===== src/rtl/up_cmd_master_if.sv =====
// up_cmd_master_if: command/response handshake and up_* bus bundle.
// master = command engine, slave = sequencer plus bus slave.
interface up_cmd_master_if #(
  parameter int ADDR_W = 32,
  parameter int DATA_W = 32
);
  logic              cmd_valid;
  logic              cmd_ready;
  logic [1:0]        cmd_op;
  logic [ADDR_W-1:0] cmd_addr;
  logic [DATA_W-1:0] cmd_data;
  logic              rsp_valid;
  logic              rsp_ready;
  logic [1:0]        rsp_op;
  logic [DATA_W-1:0] rsp_data;
  logic              rsp_err;
  logic [15:0]       rsp_tries;
  logic              busy;
  logic              up_cs;
  logic              up_wr;
  logic              up_rd;
  logic [ADDR_W-1:0] up_addr;
  logic [DATA_W-1:0] up_data_wr;
  logic [DATA_W-1:0] up_data_rd;

  modport master (
    input  cmd_valid, cmd_op, cmd_addr, cmd_data,
    input  rsp_ready, up_data_rd,
    output cmd_ready, rsp_valid, rsp_op, rsp_data,
    output rsp_err, rsp_tries, busy,
    output up_cs, up_wr, up_rd, up_addr, up_data_wr
  );

  modport slave (
    output cmd_valid, cmd_op, cmd_addr, cmd_data,
    output rsp_ready, up_data_rd,
    input  cmd_ready, rsp_valid, rsp_op, rsp_data,
    input  rsp_err, rsp_tries, busy,
    input  up_cs, up_wr, up_rd, up_addr, up_data_wr
  );
endinterface


===== src/rtl/up_cmd_master.sv =====
// up_cmd_master: rd/wr/poll/wait command engine for the up_* bus.
// One command in flight; registered bus strobes and responses.
module up_cmd_master #(
  parameter int ADDR_W   = 32,
  parameter int DATA_W   = 32,
  parameter int RD_LAT   = 2,
  parameter int POLL_MAX = 1024,
  parameter int WAIT_W   = 24
) (
  input logic             up_clk,
  input logic             up_rst_n,
  up_cmd_master_if.master bus
);
  localparam int LAT_W = (RD_LAT > 1) ? $clog2(RD_LAT) : 1;
  localparam logic [1:0] OP_RD   = 2'b00;
  localparam logic [1:0] OP_WR   = 2'b01;
  localparam logic [1:0] OP_POLL = 2'b10;
  localparam logic [1:0] OP_WAIT = 2'b11;

  typedef enum logic [2:0] {
    IDLE, STROBE, RDWAIT, SAMPLE, GAP, WAITCNT, RESP
  } state_t;

  state_t            state_q;
  logic [1:0]        op_q;
  logic [ADDR_W-1:0] addr_q;
  logic [DATA_W-1:0] data_q;
  logic [15:0]       tries_q;
  logic [LAT_W-1:0]  lat_q;
  logic [WAIT_W-1:0] wcnt_q;
  logic              cs_q;
  logic              wr_q;
  logic              rd_q;
  logic [ADDR_W-1:0] up_addr_q;
  logic [DATA_W-1:0] up_wdata_q;
  logic              rsp_valid_q;
  logic [1:0]        rsp_op_q;
  logic [DATA_W-1:0] rsp_data_q;
  logic              rsp_err_q;
  logic [15:0]       rsp_tries_q;

  logic [15:0]       tries_d;
  logic              hit_d;
  logic              tmo_d;
  logic [WAIT_W-1:0] wait_n;

  // Poll bookkeeping for the read being sampled this cycle
  always_comb begin
    tries_d = (tries_q == 16'hFFFF) ? tries_q : tries_q + 16'd1;
    hit_d   = (bus.up_data_rd & data_q) == data_q;
    tmo_d   = (POLL_MAX != 0) &&
              ({16'd0, tries_d} == 32'(POLL_MAX));
    wait_n  = bus.cmd_data[WAIT_W-1:0];
  end

  // Command FSM with registered bus strobes and response
  always_ff @(posedge up_clk or negedge up_rst_n) begin
    if (!up_rst_n) begin
      state_q     <= IDLE;
      op_q        <= '0;
      addr_q      <= '0;
      data_q      <= '0;
      tries_q     <= '0;
      lat_q       <= '0;
      wcnt_q      <= '0;
      cs_q        <= 1'b0;
      wr_q        <= 1'b0;
      rd_q        <= 1'b0;
      up_addr_q   <= '0;
      up_wdata_q  <= '0;
      rsp_valid_q <= 1'b0;
      rsp_op_q    <= '0;
      rsp_data_q  <= '0;
      rsp_err_q   <= 1'b0;
      rsp_tries_q <= '0;
    end else begin
      cs_q       <= 1'b0;
      wr_q       <= 1'b0;
      rd_q       <= 1'b0;
      up_addr_q  <= '0;
      up_wdata_q <= '0;
      unique case (state_q)
        IDLE: begin
          if (bus.cmd_valid) begin
            op_q    <= bus.cmd_op;
            addr_q  <= bus.cmd_addr;
            data_q  <= bus.cmd_data;
            tries_q <= '0;
            if (bus.cmd_op == OP_WAIT) begin
              wcnt_q <= wait_n;
              if (wait_n == '0) begin
                state_q     <= RESP;
                rsp_valid_q <= 1'b1;
                rsp_op_q    <= OP_WAIT;
                rsp_data_q  <= '0;
                rsp_err_q   <= 1'b0;
                rsp_tries_q <= '0;
              end else begin
                state_q <= WAITCNT;
              end
            end else begin
              state_q   <= STROBE;
              cs_q      <= 1'b1;
              wr_q      <= (bus.cmd_op == OP_WR);
              rd_q      <= (bus.cmd_op != OP_WR);
              up_addr_q <= bus.cmd_addr;
              up_wdata_q <= (bus.cmd_op == OP_WR) ?
                            bus.cmd_data : '0;
            end
          end
        end
        STROBE: begin
          if (op_q == OP_WR) begin
            state_q <= GAP;
          end else if (RD_LAT == 1) begin
            state_q <= SAMPLE;
          end else begin
            state_q <= RDWAIT;
            lat_q   <= LAT_W'(RD_LAT - 1);
          end
        end
        RDWAIT: begin
          if (lat_q == LAT_W'(1)) state_q <= SAMPLE;
          else lat_q <= lat_q - LAT_W'(1);
        end
        SAMPLE: begin
          tries_q <= tries_d;
          if (op_q == OP_RD || hit_d || tmo_d) begin
            state_q     <= RESP;
            rsp_valid_q <= 1'b1;
            rsp_op_q    <= op_q;
            rsp_data_q  <= bus.up_data_rd;
            rsp_err_q   <= (op_q == OP_POLL) && !hit_d;
            rsp_tries_q <= tries_d;
          end else begin
            state_q <= GAP;
          end
        end
        GAP: begin
          if (op_q == OP_WR) begin
            state_q     <= RESP;
            rsp_valid_q <= 1'b1;
            rsp_op_q    <= OP_WR;
            rsp_data_q  <= '0;
            rsp_err_q   <= 1'b0;
            rsp_tries_q <= '0;
          end else begin
            state_q   <= STROBE;
            cs_q      <= 1'b1;
            rd_q      <= 1'b1;
            up_addr_q <= addr_q;
          end
        end
        WAITCNT: begin
          if (wcnt_q == WAIT_W'(1)) begin
            state_q     <= RESP;
            rsp_valid_q <= 1'b1;
            rsp_op_q    <= OP_WAIT;
            rsp_data_q  <= '0;
            rsp_err_q   <= 1'b0;
            rsp_tries_q <= '0;
          end else begin
            wcnt_q <= wcnt_q - WAIT_W'(1);
          end
        end
        RESP: begin
          if (bus.rsp_ready) begin
            state_q     <= IDLE;
            rsp_valid_q <= 1'b0;
            rsp_op_q    <= '0;
            rsp_data_q  <= '0;
            rsp_err_q   <= 1'b0;
            rsp_tries_q <= '0;
          end
        end
        default: state_q <= IDLE;
      endcase
    end
  end

  assign bus.cmd_ready  = up_rst_n & (state_q == IDLE);
  assign bus.busy       = (state_q != IDLE);
  assign bus.up_cs      = cs_q;
  assign bus.up_wr      = wr_q;
  assign bus.up_rd      = rd_q;
  assign bus.up_addr    = up_addr_q;
  assign bus.up_data_wr = up_wdata_q;
  assign bus.rsp_valid  = rsp_valid_q;
  assign bus.rsp_op     = rsp_op_q;
  assign bus.rsp_data   = rsp_data_q;
  assign bus.rsp_err    = rsp_err_q;
  assign bus.rsp_tries  = rsp_tries_q;
endmodule


===== src/flat_wrapper.sv =====
// flat-port wrapper written by rule: the top's interface ports become plain ports
module up_cmd_master_flat 
#(
  parameter int ADDR_W   = 32,
  parameter int DATA_W   = 32,
  parameter int RD_LAT   = 2,
  parameter int POLL_MAX = 1024,
  parameter int WAIT_W   = 24
)
  (up_clk, up_rst_n, bus_cmd_valid, bus_cmd_op, bus_cmd_addr, bus_cmd_data, bus_rsp_ready, bus_up_data_rd, bus_cmd_ready, bus_rsp_valid, bus_rsp_op, bus_rsp_data, bus_rsp_err, bus_rsp_tries, bus_busy, bus_up_cs, bus_up_wr, bus_up_rd, bus_up_addr, bus_up_data_wr);
  up_cmd_master_if #(.ADDR_W(ADDR_W), .DATA_W(DATA_W)) bus_i ();
  input logic up_clk;
  input logic up_rst_n;
  input wire logic [$bits(bus_i.cmd_valid)-1:0] bus_cmd_valid;
  input wire logic [$bits(bus_i.cmd_op)-1:0] bus_cmd_op;
  input wire logic [$bits(bus_i.cmd_addr)-1:0] bus_cmd_addr;
  input wire logic [$bits(bus_i.cmd_data)-1:0] bus_cmd_data;
  input wire logic [$bits(bus_i.rsp_ready)-1:0] bus_rsp_ready;
  input wire logic [$bits(bus_i.up_data_rd)-1:0] bus_up_data_rd;
  output wire logic [$bits(bus_i.cmd_ready)-1:0] bus_cmd_ready;
  output wire logic [$bits(bus_i.rsp_valid)-1:0] bus_rsp_valid;
  output wire logic [$bits(bus_i.rsp_op)-1:0] bus_rsp_op;
  output wire logic [$bits(bus_i.rsp_data)-1:0] bus_rsp_data;
  output wire logic [$bits(bus_i.rsp_err)-1:0] bus_rsp_err;
  output wire logic [$bits(bus_i.rsp_tries)-1:0] bus_rsp_tries;
  output wire logic [$bits(bus_i.busy)-1:0] bus_busy;
  output wire logic [$bits(bus_i.up_cs)-1:0] bus_up_cs;
  output wire logic [$bits(bus_i.up_wr)-1:0] bus_up_wr;
  output wire logic [$bits(bus_i.up_rd)-1:0] bus_up_rd;
  output wire logic [$bits(bus_i.up_addr)-1:0] bus_up_addr;
  output wire logic [$bits(bus_i.up_data_wr)-1:0] bus_up_data_wr;
  assign bus_i.cmd_valid = bus_cmd_valid;
  assign bus_i.cmd_op = bus_cmd_op;
  assign bus_i.cmd_addr = bus_cmd_addr;
  assign bus_i.cmd_data = bus_cmd_data;
  assign bus_i.rsp_ready = bus_rsp_ready;
  assign bus_i.up_data_rd = bus_up_data_rd;
  assign bus_cmd_ready = bus_i.cmd_ready;
  assign bus_rsp_valid = bus_i.rsp_valid;
  assign bus_rsp_op = bus_i.rsp_op;
  assign bus_rsp_data = bus_i.rsp_data;
  assign bus_rsp_err = bus_i.rsp_err;
  assign bus_rsp_tries = bus_i.rsp_tries;
  assign bus_busy = bus_i.busy;
  assign bus_up_cs = bus_i.up_cs;
  assign bus_up_wr = bus_i.up_wr;
  assign bus_up_rd = bus_i.up_rd;
  assign bus_up_addr = bus_i.up_addr;
  assign bus_up_data_wr = bus_i.up_data_wr;
  up_cmd_master #(.ADDR_W(ADDR_W), .DATA_W(DATA_W), .RD_LAT(RD_LAT), .POLL_MAX(POLL_MAX), .WAIT_W(WAIT_W)) u_core (.up_clk(up_clk), .up_rst_n(up_rst_n), .bus(bus_i));
endmodule

===== config.mk =====
export PLATFORM = sky130hd
export DESIGN_NAME = up_cmd_master_flat
export DESIGN_NICKNAME = d
export VERILOG_FILES = /design/src/rtl/up_cmd_master_if.sv /design/src/rtl/up_cmd_master.sv /design/src/flat_wrapper.sv
export SDC_FILE = /design/constraint.sdc
export NUM_CORES = 1
export LEC_CHECK = 0
export BUFFER_PORTS_ARGS = -buffer_cell sky130_fd_sc_hd__clkbuf_2
export CORE_ASPECT_RATIO = 0.7
export CORE_MARGIN = 2
export CORE_UTILIZATION = 59
export DETAILED_ROUTE_END_ITERATION = 8
export GPL_TIMING_DRIVEN = 0
export PLACE_DENSITY = 0.84
export SLEW_MARGIN = 30
export SYNTH_ARGS = -nofsm -noshare
export SYNTH_HDL_FRONTEND = slang
export SYNTH_SLANG_ARGS = --single-unit

===== constraint.sdc =====
create_clock -name up_clk -period 7.74 [get_ports up_clk]
set_input_delay 0 -clock up_clk [delete_from_list [all_inputs] [get_ports up_clk]]
set_output_delay 0 -clock up_clk [all_outputs]
set_load 0.01 [all_outputs]

# Word-level counts from Yosys, hierarchy flattened
# Index checks and enable logic that the tools add are counted.
[classes] addsub=3 eq_ne=25 n_mux=77 bitwise_logic=2 reduce_logical=18
[ops] operator="$mux 32" n=14
[ops] operator="$pmux 32 s5" n=1
[ops] operator="$mux 16" n=9
[ops] operator="$pmux 16 s5" n=1
[ops] operator="$mux 24" n=3
[ops] operator="$pmux 32 s2" n=1
[ops] operator="$pmux 24 s2" n=1
[ops] operator="$and 32x32->32" n=1
[ops] operator="$eq 32x32->1" n=1
[ops] operator="$pmux 16 s2" n=1
[ops] operator="$eq 24x1->1 const B" n=1
[ops] operator="$logic_not 24->1" n=1
[ops] operator="$sub 24x1->24 const B" n=1
[ops] operator="$mux 1" n=23
[ops] operator="$mux 3" n=7
[ops] operator="$pmux 3 s7" n=1
[ops] operator="$mux 2" n=9
[ops] operator="$add 16x1->16 const B" n=1
[ops] operator="$eq 16x11->1 const B" n=1
[ops] operator="$eq 16x16->1 const B" n=1
[ops] operator="$ne 2x1->1 const B" n=7
[ops] operator="$pmux 1 s5" n=2
[ops] operator="$pmux 2 s5" n=1
[ops] operator="$eq 3x3->1 const B" n=3
[ops] operator="other kinds (19)" n=33
[totals] regBits=229 in_bits=102 out_inout_bits=121

# Logic depth before layout (Yosys ltp)
# Gate-level depths: netlist (run 1).
[depth] ltp_word=6 ltp_mapped=10 depth_no_buf=9

# Worst setup path after synthesis (run 1)
# Ideal clock, no wire load.
[synth_timing] path_type="flip-flop to flip-flop" from="register u_core.tries_q[1]" to="register u_core.rsp_data_q[10] (netlist: u_core.bus.rsp_data[10])" t_arrival_ns=2.496 path_slack_ns=5.178 path_stages_with_launch=11 path_buffers=2 synth_period_minus_slack_ns=2.562 cell_sequence="dfrtp_1 ha_1 and4_1 buf_4 a41oi_4 xnor2_2 nand4_1 or3_1 a21oi_4 buf_6 a22o_1"
[synth_via] elab_chain_len=6
[synth_lines] element="start, declared" line="up_cmd_master.sv:28" rtl="logic [15:0] tries_q;"
[synth_lines] element="start signal, assigned" line="up_cmd_master.sv:127" rtl="tries_q <= tries_d;"
[synth_lines] element="$add 16x1->16 / $eq 16x16->1 (equally long branches)" line="up_cmd_master.sv:49" rtl="tries_d = (tries_q == 16'hFFFF) ? tries_q : tries_q + 16'd1;"
[synth_lines] element="$mux 16 (*)" line="up_cmd_master.sv:49"
[synth_lines] element="$eq 16x11->1 (*)" line="up_cmd_master.sv:52" rtl="({16'd0, tries_d} == 32'(POLL_MAX));"
[synth_lines] element="$logic_or 1x1->1 (*)" line="up_cmd_master.sv:128" rtl="if (op_q == OP_RD || hit_d || tmo_d) begin"
[synth_lines] element="$ne 2x1->1 (no line) (*)"
[synth_lines] element="$reduce_and 8->1 (no line) (*)"
[synth_lines] element="end signal, assigned" line="up_cmd_master.sv:132" rtl="rsp_data_q <= bus.up_data_rd;"
[synth_lines] element="end, declared" line="up_cmd_master.sv:38" rtl="logic [DATA_W-1:0] rsp_data_q;"
# Mark *: on every way between the ends. The rest lies on a longest branch, timed or not.
# A chain may end at the register's enable or synchronous reset.

# Worst setup path after layout (run 1)
[layout_timing] from="register u_core.tries_q[1]" to="register u_core.rsp_data_q[11] (netlist: u_core.bus.rsp_data[11])"
# Same word-level chain as after synthesis.

==> results_dict.tcl, run 1 <==
set metrics [dict create \
    cp-start-kind "flip-flop" \
    synth_edf_count 0 \
    hold_viol 0 \
    cp.arrival_ps 3810 \
    syn-cell-area_um2 10100 \
    grt_pass1_vias 9551 \
    grt_start_max_net_pins 84 \
    fin_crit_sh 0.434 \
    die_w_um 160 \
    skew_ps 25.9 \
    via_per_inst 6.12 \
    max_slew_margin 0.313 \
    rsz0062_at_grt "false" \
    die_h_um 113 \
    cts_tree "built" \
    synthCells 1015 \
    internal_power_w 0.00287 \
    cts.clk_slew.worst_paths_ps 80 \
    area_growth_pct 32.1 \
    cts_hold_buf 99 \
    insertion_delay_ps 530 \
    final.setup.tns_ps 0 \
    fin_nets 1467 \
    io_buffers 222 \
    synthFlopType "dfrtp_1" \
    synth-seq-cells 229 \
    io_pins 223 \
    cts_setup_buffers 0 \
    r2r_slack_ps 4380 \
    powerDensity_nw_per_um2 356 \
    start_util 0.611 \
    drive_gt1_frac 0.216 \
    cts.path.max_buffers 3 \
    p_sw_frac 0.394 \
    ant_nets 0 \
    wl_per_cell_um 21.8 \
    coreArea_um2 16500 \
    peakVddDrop_mv 0.293 \
    setup_viol 0 \
    drt_wl_total_um 35000 \
    drt_iter0_drc 1364 \
    num_rows 39 \
    drtPass1Iterations 5 \
    end_kind "flip-flop" \
    dp_cells 1464 \
    worstMarginPinSlew_ps 1030 \
    cts_inserted_buffers 22 \
    seq_area_frac_synth 0.569 \
    hp-class "in -> reg" \
    place.gp.congestion 0.956 \
    htreeDepth 1 \
    drv_slew 0 \
    worstSetupPathType "reg -> reg" \
    async_flop_share 1.00 \
    syn-num-nets 1120 \
    die-area_um2 18200 \
    root_buffer "clkbuf_16" \
    p_clk_frac 0.247 \
    diodes 0 \
    ctsResizeCount 0 \
    p_leak_nw 6.59 \
    dp_hpwl_um 21800 \
    grt_pass1_wl_um 54300 \
    min_period_ps 3360 \
    grt_overflow 0 \
    dr_total_vias 9810 \
    crit_fanout 10 \
    worstPathRequired_ps 8190 \
    p_switching_w 0.00186 \
    yosysUniqueCellTypes 68 \
    layout.cells.non_filler 1602 \
    yosysWarnings 0 \
    max_cap_violations 0 \
    cts.sinks 229 \
    antenna_found_initial 0 \
    seqPwrFrac 0.392 \
    max_freq_mhz 298 \
    outcome "complete, no violations" \
    grt.total_usage 0.389 \
    drc 0 \
    avgSynthCellArea_um2 9.93 \
    combPwrFrac 0.361 \
]
layout by cell type (no fill, tap or decap), types with 6 or more instances in the layout:
| master | n |
|---|---|
| clkbuf_16 | 22 |
| a21oi_1 | 45 |
| inv_1 | 32 |
| and4_1 | 7 |
| mux2i_1 | 7 |
| o2bb2ai_1 | 11 |
| nor4_1 | 13 |
| nand2b_1 | 19 |
| o21ai_0 | 57 |
| a22o_1 | 69 |
| nor3_1 | 23 |
| nand3_1 | 28 |
| clkbuf_8 | 7 |
| nand4_1 | 14 |
| o21ai_1 | 6 |
| o22ai_1 | 10 |
| dfrtp_1 | 229 |
| clkbuf_1 | 48 |
| and2_1 | 38 |
| nor2_1 | 31 |
| dlygate4sd3_1 | 99 |
| buf_2 | 14 |
| clkbuf_2 | 222 |
| nand2_1 | 220 |
power groups by stage:
stage,registers [W],clock network [W],logic (W)
floorplan,0.00184,0,0.000981
global placement,0.00182,0,0.00153
detailed placement,0.00184,0,0.00158
CTS,0.00182,0.00115,0.00164
global route,0.00189,0.00122,0.00185
finish,0.00186,0.00117,0.00171
per-layer routing:
metal	wire length (um)	share of wire	track usage	vias to the layer above
met4	1480	0.042	0.157	0
li1	-	-	-	4263
met2	15600	0.45	0.600	684
met3	3910	0.11	0.0957	144
met1	14000	0.40	0.540	4719
met5	0	0	0	-
synth_stat cells, drive strengths merged (5+ instances only):
master	count	area share
dfrtp	229	0.57
nand2	220	0.082
a22o	69	0.060
o21ai	63	0.031
a21oi	47	0.025
clkbuf	45	0.017
and2	38	0.024
inv	33	0.012
nor2	31	0.012
nand3	29	0.015
nor3	25	0.013
buf	19	0.011
nand2b	19	0.012
nand4	14	0.0087
nor4	14	0.0093
o2bb2ai	11	0.0096
o22ai	10	0.0062
and4	7	0.0061
mux2i	7	0.0070
or2	7	0.0043
xnor2	6	0.0060
a31oi	5	0.0031
and3	5	0.0031
o2111ai	5	0.0043
or3	5	0.0031
final timing paths:
path	cells after the start	end	startpoint
max in group asynchronous	3	u_core.addr_q[13]$_DFFE_PN0P_	up_rst_n
worst min-delay path	5	u_core.state_q[1]$_DFFE_PN0P_	bus_cmd_valid
min in group asynchronous	2	u_core.wcnt_q[7]$_DFFE_PN0P_	up_rst_n
worst max register to register	9	u_core.bus.rsp_data[11]$_DFFE_PN0P_	u_core.tries_q[1]$_DFFE_PN0P_
worst max-delay path	9	u_core.bus.rsp_data[11]$_DFFE_PN0P_	u_core.tries_q[1]$_DFFE_PN0P_
worst min register to register	1	u_core.lat_q$_DFFE_PN0P_	u_core.lat_q$_DFFE_PN0P_
critical path, cell delays in order (launching register included):
cell and delay, ps:
dfrtp_1 480, ha_1 320, nand4_1 230, nor4_1 330
mux2i_1 360, nand4b_1 170, or3_1 470, a21oi_4 490
buf_6 240, a22o_1 190
layout make-up:
class	instances	area, um^2
multi-input combinational	689	3950
clock inverter	7	125
buffer	64	285
fill	994	3180
inverter	33	124
clock buffer	32	648
sequential	229	5730
timing repair buffer	323	2170
tap	225	282
cells by family (layout without fill, tap and decap cells):
| family | after synthesis | after routing | share of synthesized area |
|---|---|---|---|
| multiplexers | 9 | 9 | 0.00919 |
| buffers and inverters | 97 | 459 | 0.0406 |
| AO/OA/AOI/OAI | 245 | 245 | 0.171 |
| flip-flops | 229 | 229 | 0.569 |
| adder cells (fa/ha/maj) | 3 | 3 | 0.00372 |
| XOR/XNOR | 9 | 9 | 0.00857 |
| AND/OR/NAND/NOR | 423 | 423 | 0.198 |
stage by stage:
step	instance area, um^2	total power, W	utilization	setup WS (ps)	hold WS (ps)
final	13300	0.00474	0.807	4380	23.1
after CTS	13300	0.00462	0.807	4500	2.86
after floorplan	10100	0.00282	-	5180	-296
after global routing	13300	0.00497	0.807	4240	69.4
after detailed placement	11500	0.00341	0.700	4530	85.3
after global placement	11500	0.00335	0.696	2230	209
sequential cells by signal (all words and copies together), names as in the netlist:
signal	cells
u_core.addr_q	32
u_core.bus.rsp_data	32
u_core.bus.rsp_err	1
u_core.bus.rsp_op	2
u_core.bus.rsp_tries	16
u_core.bus.rsp_valid	1
u_core.bus.up_addr	32
u_core.bus.up_cs	1
u_core.bus.up_data_wr	32
u_core.bus.up_rd	1
u_core.bus.up_wr	1
u_core.data_q	32
u_core.lat_q	1
u_core.op_q	2
u_core.state_q	3
u_core.tries_q	16
u_core.wcnt_q	24
Power figures use the tool's default switching activity.
==> run 2: changes to the inputs <==
--- a/config.mk
+++ b/config.mk
@@ -5,13 +5,14 @@
 export SDC_FILE = /design/constraint.sdc
 export NUM_CORES = 1
 export LEC_CHECK = 0
+export ABC_AREA = 1
 export BUFFER_PORTS_ARGS = -buffer_cell sky130_fd_sc_hd__clkbuf_2
 export CORE_ASPECT_RATIO = 0.7
 export CORE_MARGIN = 2
-export CORE_UTILIZATION = 59
+export CORE_UTILIZATION = 49
 export DETAILED_ROUTE_END_ITERATION = 8
 export GPL_TIMING_DRIVEN = 0
-export PLACE_DENSITY = 0.84
+export PLACE_DENSITY = 0.74
 export SLEW_MARGIN = 30
 export SYNTH_ARGS = -nofsm -noshare
 export SYNTH_HDL_FRONTEND = slang
==> constraint.sdc (replaced) <==
create_clock -name up_clk -period 2.71 [get_ports up_clk]
set_input_delay 0 -clock up_clk [delete_from_list [all_inputs] [get_ports up_clk]]
set_output_delay 0 -clock up_clk [all_outputs]
set_load 0.01 [all_outputs]
==> run 2 against run 1 <==
  * Non-clock buffer count shrank 4
  * Clock power grew to 2.8 times the previous value
  * Power grew 53%
  * Register-to-register slack lost 4200 ps
  * Count of clock-buffer cells in the layout shrank 5
  * Critical path type is now in -> reg
  * Largest power group unchanged
==> results_dict.tcl, run 2 <==
set metrics [dict create \
    crit_path_top_delay_cell "nor4_1" \
    synth_area_leaders "dfrtp_1 56%, nand2_1 12%, o21ai_0 7.6%" \
    ant_nets 0 \
    place.gp.congestion 0.970 \
    max_slew_margin 0.554 \
    layout_common_cells "314 x nand2_1, 229 x dfrtp_1, 223 x clkbuf_2, 154 x o21ai_0, 149 x inv_1" \
    p_switching_w 0.00161 \
    synth.most_common_cell "nand2_1" \
    die_w_um 176 \
    crit_path_cell_trace "dlygate4sd3_1, clkbuf_2, nand2_1, nor4_1, nand3_1, nand2_1, nand3_1, nor2_2, buf_2, buf_2, nand3_1, nand2_1" \
    coreArea_um2 20600 \
    grt.total_usage 0.287 \
    dp_hpwl_um 21800 \
    cts_tree "built" \
    worstMarginPinSlew_ps 663 \
    r2r_cells 16 \
    final_common_cell "nand2_1" \
    combPwrFrac 0.062 \
    max_cap_violations 0 \
    drt_wl_total_um 31600 \
    avgSynthCellArea_um2 8.38 \
    grt_pass1_wl_um 50200 \
    fill_cells 1717 \
    htreeDepth 1 \
    grt_overflow 0 \
    yosysWarnings 0 \
    area_growth_pct 33.3 \
    syn-cell-area_um2 10200 \
    fin_crit_sh 0.945 \
    cts.path.max_buffers 3 \
    yosysUniqueCellTypes 36 \
    via_per_inst 5.24 \
    dr_total_vias 9771 \
    yosysTopAreaCellShare 0.562 \
    worstPathRequired_ps 3140 \
    async_flop_share 1.00 \
    wl_per_cell_um 17.0 \
    hold_viol 0 \
    p_sw_frac 0.222 \
    synth-simple-area-share 0.232 \
    crit_path_start "bus_cmd_op[1]" \
    insertion_delay_ps 510 \
    multi_input_area_um2 3640 \
    skew_ps 17.1 \
    seq_area_frac_synth 0.562 \
    root_buffer "clkbuf_16" \
    min_period_ps 2560 \
    seqPwrFrac 0.483 \
    p_clk_frac 0.455 \
    synth_area_leader_cell "dfrtp_1" \
    rsz0062_at_grt "false" \
    power_w 0.00723 \
    drt_iter0_drc 973 \
    critPathTopFamily "simple AND/OR/NAND/NOR gates" \
    syn-num-nets 1322 \
    r2r-end "u_core.bus.rsp_data[26]$_DFFE_PN0P_" \
    cts_inserted_buffers 23 \
    dp_cells 1718 \
    crit_cells 12 \
    synthAdderAreaFrac 0.00368 \
    synth_edf_count 0 \
    synth_mux_area_frac 0 \
    outcome "complete, no violations" \
    reg2reg_from "u_core.tries_q[0]$_DFFE_PN0P_" \
    synthCells 1217 \
    layout.cells.non_filler 1863 \
    drv_slew 0 \
    r2r_slack_ps 180 \
    peakVddDrop_mv 0.452 \
    cts.clk_slew.worst_paths_ps 60 \
    antenna_found_initial 0 \
    synth-xor-area-share 0.00687 \
    end_kind "flip-flop" \
    synth_top_family_by_area "simple AND/OR/NAND/NOR gates" \
    num_rows 44 \
    start_util 0.495 \
    cp-start-kind "input pin" \
    synth_common_cells "314 x nand2_1, 229 x dfrtp_1, 154 x o21ai_0" \
    diodes 0 \
    worstSetupPathType "in -> reg" \
    drtPass1Iterations 6 \
    cp.arrival_ps 2990 \
    hp-class "in -> async" \
    fin_util 0.660 \
    internal_power_w 0.00563 \
    powerDensity_nw_per_um2 532 \
    io_buffers 222 \
    crit_fanout 10 \
    final_area_um2 13600 \
    setup_viol 0 \
    max_stage_delay_ps 630 \
    synth_compound_area_frac 0.113 \
    crit_end "u_core.bus.rsp_err$_DFFE_PN0P_" \
    p_leak_nw 7.34 \
    die_h_um 125 \
    die-area_um2 22000 \
    io_pins 223 \
    grt_pass1_vias 9469 \
    drc 0 \
    cts.sinks 229 \
    synthFlopType "dfrtp_1" \
    seq_area_um2 5730 \
    worstPathBufferInverterCount 4 \
    max_freq_mhz 391 \
    grt_start_max_net_pins 79 \
    synth-seq-cells 229 \
    post_dp_cell_area_um2 11700 \
    drive_gt1_frac 0.199 \
    fin_nets 1677 \
]
-- run 2: logic make-up after synthesis --
logic type / count (synthesis)
buffers and inverters: 205
XOR/XNOR: 8
AO/OA/AOI/OAI: 216
flip-flops: 229
AND/OR/NAND/NOR: 556
adder cells (fa/ha/maj): 3
-- run 2: through the flow --
step	hold WS [ps]	TNS (ps)	setup slack [ps]
3_3_place_gp	211	-675520	-2960
4_1_cts	20.8	0	12.0
3_5_place_dp	-90.2	-37.2	-12.4
2_1_floorplan	-296	0	631
6_report	29.8	0	149
5_1_grt	36.2	0	5.02
-- run 2: worst min-delay path, delay by kind of cell --
family,cells,cell delay [ps]
buffers and inverters,3,880
-- run 2: layer usage --
| layer | track usage | part of all wire |
|---|---|---|
| met4 | 0.0603 | 0.022 |
| met1 | 0.431 | 0.46 |
| met3 | 0.0653 | 0.096 |
| met2 | 0.427 | 0.42 |
| met5 | 0 | 0 |
-- run 2: what timing repair did --
item,in CTS,in global routing
setup buffers,0,2
endpoints found under the setup margin,2,52
resized for setup,1,11
endpoints found under the hold margin,278,0
hold buffers,103,0
pin swaps,0,1
-- run 2: cell type report --
cell class / instances / area share
buffer: 53 / 0.0204
clock buffer: 27 / 0.0435
clock inverter: 13 / 0.0125
inverter: 152 / 0.0422
multi-input combinational: 783 / 0.268
sequential: 229 / 0.422
tap: 276 / 0.0254
timing repair buffer: 330 / 0.166
-- run 2: power groups by stage --
stage / sequential (W) / clock (W) / combinational [W]
after CTS: 0.00350 / 0.00333 / 0.000442
final: 0.00350 / 0.00329 / 0.000448
after floorplan: 0.00356 / 0 / 0.0000977
after detailed placement: 0.00356 / 0 / 0.000320
after global placement: 0.00356 / 0 / 0.000299
after global routing: 0.00350 / 0.00348 / 0.000498
-- run 2: worst min-delay path by stage --
stage / start / to
floorplan: up_rst_n / u_core.addr_q[0]$_DFFE_PN0P_
global placement: bus_cmd_data[31] / u_core.bus.up_data_wr[31]$_DFF_PN0_
detailed placement: up_rst_n / u_core.bus.up_data_wr[26]$_DFF_PN0_
CTS: up_rst_n / u_core.bus.up_data_wr[26]$_DFF_PN0_
global route: up_rst_n / u_core.bus.rsp_tries[1]$_DFFE_PN0P_
finish: up_rst_n / u_core.bus.rsp_data[29]$_DFFE_PN0P_
==> run 3: changes to the inputs <==
--- a/config.mk
+++ b/config.mk
@@ -5,7 +5,6 @@
 export SDC_FILE = /design/constraint.sdc
 export NUM_CORES = 1
 export LEC_CHECK = 0
-export ABC_AREA = 1
 export BUFFER_PORTS_ARGS = -buffer_cell sky130_fd_sc_hd__clkbuf_2
 export CORE_ASPECT_RATIO = 0.7
 export CORE_MARGIN = 2
==> run 3 against run 2 <==
  * The flow now finishes with violations (setup timing)
  * Wire length up 6.7%
  * Register-to-register slack worse by 220 ps
  * Non-clock buffer count up 28
==> results_dict.tcl, run 3 (synthesis results as in run 1) <==
set metrics [dict create \
    max_stage_delay_ps 450 \
    hp-class "in -> async" \
    drtPass1Iterations 5 \
    crit_path_cell_trace "buf_6, nand4_1, buf_4, nor4_4, mux2i_1, nand4b_1, or3_4, a21oi_4, buf_12, buf_8, a22o_1" \
    final.setup.tns_ps -639 \
    drc 0 \
    end_kind "flip-flop" \
    cts_inserted_buffers 23 \
    drt_iter0_drc 1246 \
    worstPathBufferInverterCount 4 \
    area_growth_pct 36.9 \
    grt_start_max_net_pins 82 \
    die_h_um 124 \
    r2r_cells 11 \
    grt_overflow 0 \
    place.gp.congestion 0.946 \
    cts.path.max_buffers 3 \
    drt_wl_total_um 33700 \
    num_rows 43 \
    diodes 0 \
    die-area_um2 21800 \
    fill_cells 1538 \
    hold_viol 0 \
    final_area_um2 13800 \
    htreeDepth 1 \
    violations "setup timing" \
    drive_gt1_frac 0.250 \
    max_cap_violations 0 \
    setup_slack_ps -44.6 \
    worstSetupPathType "reg -> reg" \
    crit_end "u_core.bus.rsp_data[21]$_DFFE_PN0P_" \
    cts_tree "built" \
    p_leak_nw 6.79 \
    grt.total_usage 0.309 \
    post-place-ws_ps -573 \
    grt_pass1_vias 9159 \
    max_slew_margin 0.530 \
    layout.cells.non_filler 1672 \
    dr_total_vias 9497 \
    final_common_cell "clkbuf_2" \
    setup_viol 31 \
    post_dp_cell_area_um2 11600 \
    start_util 0.504 \
    io_pins 223 \
    fin_nets 1492 \
    hold_ws_ps 78.5 \
    dp_cells 1509 \
    worstMarginPinSlew_ps 703 \
    wl_per_cell_um 20.2 \
    outcome "complete, but fails checks" \
    reg2reg_from "u_core.tries_q[8]$_DFFE_PN0P_" \
    crit_cells 11 \
    min_period_ps 2750 \
    insertion_delay_ps 530 \
    cts.sinks 229 \
    dp_hpwl_um 22600 \
    crit_path_top_delay_cell "or3_4" \
    die_w_um 175 \
    cts.clk_slew.worst_paths_ps 60 \
    io_buffers 222 \
    layout_common_cells "229 x clkbuf_2, 227 x dfrtp_1, 220 x nand2_1, 100 x dlygate4sd3_1, 69 x a22o_1" \
    rsz0062_at_grt "true" \
    max_freq_mhz 363 \
    drv_slew 0 \
    critPathTopFamily "simple AND/OR/NAND/NOR gates" \
    via_per_inst 5.68 \
    ant_nets 0 \
    grt_pass1_wl_um 51500 \
    r2r-end "u_core.bus.rsp_data[21]$_DFFE_PN0P_" \
    cp-start-kind "flip-flop" \
    cp.arrival_ps 3210 \
    skew_ps 14.0 \
    crit_fanout 10 \
    worstPathRequired_ps 3170 \
    crit_path_start "u_core.tries_q[8]$_DFFE_PN0P_" \
    peakVddDrop_mv 0.630 \
    powerDensity_nw_per_um2 1000 \
    coreArea_um2 20000 \
    antenna_found_initial 0 \
    fin_crit_sh 1.02 \
    root_buffer "clkbuf_16" \
    r2r_slack_ps -40 \
]
-- run 3: cell types whose count changed in the layout (fill, tap and decap cells not counted), moves of 19 or more --
cell	change
a22o_1	+69
a21oi_1	+22
nand2_1	-94
and2_1	+38
nand3_1	-43
nand2b_1	+19
inv_1	-117
o21ai_0	-99
nor2_1	-71
-- run 3: worst min-delay path by stage --
stage | end | slack, ps | cells after the start
global placement | u_core.addr_q[0]$_DFFE_PN0P_ | 210 | 3
global route | u_core.bus.up_data_wr[11]$_DFF_PN0_ | 120 | 2
CTS | u_core.data_q[11]$_DFFE_PN0P_ | 80 | 2
detailed placement | u_core.wcnt_q[0]$_DFFE_PN0P_ | 70 | 1
floorplan | u_core.addr_q[0]$_DFFE_PN0P_ | -300 | 0
finish | u_core.wcnt_q[0]$_DFFE_PN0P_ | 80 | 2
-- run 3: layer usage --
layer / global-route usage / share of wire / vias to the layer above / wire (um)
met3: 0.0556 / 0.10 / 63 / 3370
li1: - / - / 4312 / -
met2: 0.468 / 0.43 / 527 / 14500
met4: 0.0816 / 0.022 / 0 / 732
met1: 0.463 / 0.45 / 4595 / 15100
met5: 0 / 0 / - / 0
-- run 3: power by group --
group / leakage (nW) / switching (W) / internal (W)
sequential: 3.00 / 0.000759 / 0.00451
combinational: 3.40 / 0.00317 / 0.00209
clock: 0.388 / 0.00136 / 0.00196
-- run 3: final cells by class --
| type | count | area [um^2] | share of cell area |
|---|---|---|---|
| Sequential cell | 229 | 5730 | 0.416 |
| Buffer | 64 | 360 | 0.0261 |
| Clock buffer | 30 | 642 | 0.0465 |
| Inverter | 33 | 124 | 0.00898 |
| Clock inverter | 10 | 143 | 0.0103 |
| Tap cell | 270 | 338 | 0.0245 |
| Timing Repair Buffer | 347 | 2390 | 0.173 |
| Multi-Input combinational cell | 689 | 4070 | 0.295 |
-- run 3: repair_timing --
item / 4_1_cts / 5_1_grt
gates cloned: 0 / 1
pin swaps: 8 / 9
endpoints found under the hold margin: 259 / 0
hold buffers: 100 / 0
setup endpoints to repair: 99 / 154
gates resized for setup: 32 / 31
setup buffers: 14 / 8
-- run 3: stage by stage --
stage,utilization,power (W)
after floorplan,-,0.00806
after global placement,0.576,0.00968
after detailed placement,0.579,0.00983
after CTS,0.680,0.0135
after global routing,0.689,0.0147
final,0.689,0.0139
